## src/rtl/stage_sequencer.sv

```systemverilog
// Multi-cycle stage controller: walks an instruction through NUM_STAGES stages,
// skipping stages the decoder marks, stalling memory stages, with halt/resume.
module stage_sequencer #(
  parameter int                    NUM_STAGES     = 5,
  parameter logic [NUM_STAGES-1:0] MEM_STAGE_MASK = 5'b01001,
  parameter int                    CNT_W          = 32,
  parameter int                    STAGE_W        = 3
) (
  input  logic                  clk,
  input  logic                  rst,
  input  logic [NUM_STAGES-1:0] skip_mask,
  input  logic                  mem_ready,
  input  logic                  halt_req,
  input  logic                  resume,
  output logic [STAGE_W-1:0]    stage,
  output logic [NUM_STAGES-1:0] stage_onehot,
  output logic                  is_fetch,
  output logic                  is_pc_update,
  output logic                  stalled,
  output logic                  retire,
  output logic                  halted,
  output logic [CNT_W-1:0]      retired_count,
  output logic [CNT_W-1:0]      cycle_count
);

  localparam logic [STAGE_W-1:0] LAST_STAGE = STAGE_W'(NUM_STAGES - 1);

  typedef enum logic [0:0] {
    S_RUN    = 1'b0,
    S_HALTED = 1'b1
  } state_t;

  state_t             state_r, state_next;
  logic [STAGE_W-1:0] stage_r, stage_next;
  logic [CNT_W-1:0]   retired_r, retired_next;
  logic [CNT_W-1:0]   cycle_r, cycle_next;
  logic               running_s;
  logic               mem_wait_s;

  // Fetch always goes to decode (skip_mask is not valid yet); the last stage
  // wraps to fetch; otherwise take the first unskipped stage, PC update always.
  function automatic logic [STAGE_W-1:0] next_stage_f(
    input logic [STAGE_W-1:0]    cur,
    input logic [NUM_STAGES-1:0] skip
  );
    logic [STAGE_W-1:0] nxt;
    logic               found;
    logic               hit;
    nxt   = '0;
    found = 1'b0;
    if (cur == '0) begin
      nxt = STAGE_W'(1);
    end else if (cur == LAST_STAGE) begin
      nxt = '0;
    end else begin
      for (int t = 2; t < NUM_STAGES; t++) begin
        hit   = !found && (t > int'(cur)) && ((t == NUM_STAGES - 1) || !skip[t]);
        nxt   = hit ? STAGE_W'(t) : nxt;
        found = found | hit;
      end
    end
    return nxt;
  endfunction

  // Stage strobes decoded from registered state and mem_ready; rst gates the
  // stall so a reset taken mid-stall drops it before the next edge.
  always_comb begin
    running_s     = (state_r == S_RUN);
    mem_wait_s    = running_s && rst && MEM_STAGE_MASK[stage_r] && !mem_ready;
    stalled       = mem_wait_s;
    is_fetch      = running_s && (stage_r == '0);
    is_pc_update  = running_s && (stage_r == LAST_STAGE) && !mem_wait_s;
    retire        = is_pc_update;
    halted        = (state_r == S_HALTED);
    stage         = stage_r;
    retired_count = retired_r;
    cycle_count   = cycle_r;
    if (running_s) begin
      stage_onehot = NUM_STAGES'(1) << stage_r;
    end else begin
      stage_onehot = '0;
    end
  end

  // RUN/HALTED transitions, stage stepping and counter updates.
  always_comb begin
    state_next   = state_r;
    stage_next   = stage_r;
    retired_next = retired_r;
    cycle_next   = cycle_r;
    case (state_r)
      S_RUN: begin
        cycle_next = cycle_r + CNT_W'(1);
        if (mem_wait_s) begin
          stage_next = stage_r;
        end else begin
          stage_next = next_stage_f(stage_r, skip_mask);
        end
        if (retire) begin
          retired_next = retired_r + CNT_W'(1);
          if (halt_req) begin
            state_next = S_HALTED;
          end else begin
            state_next = S_RUN;
          end
        end else begin
          retired_next = retired_r;
        end
      end
      S_HALTED: begin
        if (resume) begin
          state_next = S_RUN;
          stage_next = '0;
        end else begin
          state_next = S_HALTED;
        end
      end
      default: begin
        state_next = S_RUN;
        stage_next = '0;
      end
    endcase
  end

  // State, stage and counter registers.
  always_ff @(posedge clk or negedge rst) begin
    if (!rst) begin
      state_r   <= S_RUN;
      stage_r   <= '0;
      retired_r <= '0;
      cycle_r   <= '0;
    end else begin
      state_r   <= state_next;
      stage_r   <= stage_next;
      retired_r <= retired_next;
      cycle_r   <= cycle_next;
    end
  end

endmodule

```

## config.mk

```make
export PLATFORM = sky130hd
export DESIGN_NAME = stage_sequencer
export DESIGN_NICKNAME = d
export VERILOG_FILES = /design/src/rtl/stage_sequencer.sv
export SDC_FILE = /design/constraint.sdc
export NUM_CORES = 1
export LEC_CHECK = 0
export BUFFER_PORTS_ARGS = -buffer_cell sky130_fd_sc_hd__buf_4
export CAP_MARGIN = 25
export CORE_UTILIZATION = 57
export CTS_CLUSTER_SIZE = 12
export DETAILED_ROUTE_END_ITERATION = 6
export HOLD_SLACK_MARGIN = 0.05
export PLACE_DENSITY = 0.94
export SYNTH_ARGS = -nofsm -noshare
export SYNTH_HDL_FRONTEND = slang
export SYNTH_SLANG_ARGS = --single-unit
```

## constraint.sdc

```tcl
create_clock -name clk -period 3.05 [get_ports clk]
set_clock_uncertainty 0.05 [all_clocks]
set_input_delay 0.305 -clock clk [delete_from_list [all_inputs] [get_ports clk]]
set_output_delay 0.305 -clock clk [all_outputs]
set_load 0.02 [all_outputs]
```

==> impl_metrics.py <==
metrics = {
    "synth": {
        "yosys.area.top_type": "dfrtp_1",
        "yosysMostFrequentCell": "dfrtp_1",
        "syn_area_per_cell_um2": 11.3,
        "yosysTopAreaCellShare_pct": 51.0,
        "synth_edf_count": 0,
        "yosysWarnings": 0,
        "synth_area_leaders": "dfrtp_1 (51%), xnor2_1 (13%), nand4_1 (4.1%)",
        "synth_flop_cell": "dfrtp_1",
        "syn_area_um2": 3330,
        "synthTopCellsByCount": "dfrtp_1 (68), xnor2_1 (49), nand2_1 (27)",
        "ys_seq_area_share_pct": 51.0,
        "synth-seq-cells": 68,
        "async_flop_share_pct": 100,
        "synthCells": 294,
        "ys_types": 39,
        "syn-num-nets": 310,
    },
    "clock_tree": {
        "cts_root_buffer": "clkbuf_8",
        "clk_latency_ns": 0.34,
        "cts_max_level": 3,
        "postCtsHoldBufs": 0,
        "clock_sinks": 68,
        "cts_made_buffers": 9,
        "cts_resized": 0,
        "clkTransAtPathRegs_ns": 0.06,
        "postCtsSetupRepairBufs": 0,
        "cts_buffer_depth": 2,
        "cts_tree": "built",
    },
    "timing": {
        "finalSetupTns_ns": 0,
        "rsz0062_at_grt": "no",
        "max_freq_mhz": 423,
        "fin_crit_sh_pct": 77.5,
        "slew-limit-headroom_pct": 45.0,
        "hold_viol_final": 0,
        "setup_viol": 0,
        "report.final.slew_viol_count": 0,
        "period_needed_ns": 2.36,
        "hold_ws_ns": 0.124,
        "worstMarginPinSlew_ns": 0.825,
    },
    "critical_path": {
        "cp_cell_sequence": "inv_1 > ha_1 > nand2_1 > nor2_1 > buf_4",
        "end_kind": "output pin",
        "cp-start-kind": "flip-flop",
        "crit_family": "simple AND/OR/NAND/NOR gates",
        "r2r_cells": 6,
        "worst-setup-path-type": "flip-flop to output pin",
        "critPathRequiredTime_ns": 2.69,
        "critPathMaxStageDelay_ns": 0.47,
        "cp_max_fo": 7,
        "crit_cells": 5,
        "critPathBufInv": 2,
        "cp_data_arrival_time_ns": 2.01,
        "slowest_stage": "dfrtp_1",
    },
    "layout": {
        "final_nets": 400,
        "layout-drive-gt1-share_pct": 29.6,
        "final-instance-count-excl-fill": 461,
        "num_antenna_cells": 0,
        "post-route-util_pct": 76.6,
        "syn_to_final_growth_pct": 28.1,
    },
    "routing": {
        "drt-wirelength-per-cell_um": 15.4,
        "remaining_drc_errors": 0,
        "drtPass1Iterations": 4,
        "viasPerCell": 5.60,
        "via_count": 2582,
        "wirelength_um": 7100,
        "drtIter0Drc": 75,
        "ant_nets": 0,
    },
    "global_routing": {
        "antenna_found_initial": 0,
        "grt_pass1_vias": 2596,
        "track_usage_pct": 25.2,
        "grt-ovfl-total": 0,
        "grt_start_max_net_pins": 69,
        "grt_pass1_wl_um": 12000,
    },
    "floorplanning": {
        "initial_utilization_pct": 59.8,
        "num_rows": 27,
        "die_w_um": 78.5,
        "dieArea_um2": 6160,
        "core_area_um2": 5570,
        "ios": 87,
        "fp.dieH_um": 78.5,
    },
    "pwr": {
        "peakVddDrop_mv": 0.630,
        "p_per_area_nw_per_um2": 670,
        "leakagePower_nw": 2.10,
    },
    "outcome": {
        "status": "complete, no violations",
    },
    "run": {
        "drv_cap": 0,
    },
    "place": {
        "place_congestion": 0.817,
        "portBuffers": 83,
        "dp_hpwl_um": 5200,
        "dp_cells": 445,
    },
    "worst_hold_path": {
        "hold_path_class": "input pin to async pin",
    },
}
==> per-stage QoR <==
stage          power, mW  setup slack (ns)  cell area [um^2]
3_5_place_dp        1.97             0.904              4020
2_1_floorplan       1.64              1.03              3330
5_1_grt             3.00             0.504              4270
6_report            2.86             0.686              4270
4_1_cts             2.88             0.672              4270
3_3_place_gp        1.93             0.985              4020
==> kinds of logic after synthesis <==
| logic type | share of synthesized area, % |
|---|---|
| xor gates and xnor gates | 16.3 |
| muxes | 0.675 |
| buffers and inverters | 1.39 |
| and+or+nand+nor | 26.5 |
| adders and majority gates | 2.25 |
| DFF | 51.0 |
| AOI/OAI and AO/OA | 1.84 |
==> layout make-up <==
cell class,instances,area [um^2]
multi-input cells,218,1590
inverters,3,11.3
flip-flops and latches,68,1700
fillers,401,1300
clock buffers,12,155
clock inverters,4,95.1
well taps,72,90.1
repair buffers,84,631
==> state kept, by name, summed over array words and instances (netlist names) <==
| signal | cells |
|---|---|
| retired_count | 32 |
| halted | 1 |
| stage | 3 |
| cycle_count | 32 |
==> metal layers <==
metal	vias to the layer above	track usage, %	wire, um
li1	1209	-	-
met1	1281	31.0	3040
met2	78	42.8	3620
met3	14	4.19	297
met4	0	12.8	144
met5	-	0	0
==> path summary, 6_finish.rpt <==
| check | startpoint | endpoint | slack (ns) |
|---|---|---|---|
| worst max-delay path | stage[0] | stage_onehot[4] | 0.69 |
| worst min-delay path | rst | cycle_count[1] | 0.12 |
| worst max register to register | stage[0] | retired_count[26] | 0.87 |
| worst min register to register | retired_count[31] | retired_count[31] | 0.44 |
| max in group asynchronous | rst | cycle_count[26] | 2.29 |
| min in group clk | halt_req | halted | 0.12 |
==> cell usage in the layout (no fill, tap or decap), drive strengths merged <==
master / netlist / routed
a22o: 1 / 1
nand4: 24 / 24
buf: 4 / 84
and4: 4 / 4
inv: 3 / 3
xnor2: 49 / 49
or3: 1 / 1
dfrtp: 68 / 68
nor2: 19 / 19
and3b: 1 / 1
a21oi: 2 / 2
o21ai: 2 / 2
nor2b: 2 / 2
xor2: 13 / 13
nor3: 6 / 6
nand2: 27 / 27
ha: 6 / 6
clkinv: 0 / 1
a31o: 1 / 1
and2: 10 / 10
o41ai: 1 / 1
nor4: 6 / 6
and3: 9 / 9
nand3: 18 / 18
nand2b: 3 / 3
mux2: 2 / 2
or2: 1 / 1
nand3b: 1 / 1
bufinv: 0 / 3
nand4b: 7 / 7
a21o: 1 / 1
clkbuf: 1 / 12
o31ai: 1 / 1
==> power breakdown <==
part           internal (mW)  leakage, nW  switching [mW]
combinational          0.347         1.05           0.440
clock                  0.587        0.127           0.325
sequential             0.999        0.926           0.162
total                   1.93         2.10           0.927
Note: power is estimated with default switching activity, not from simulation.
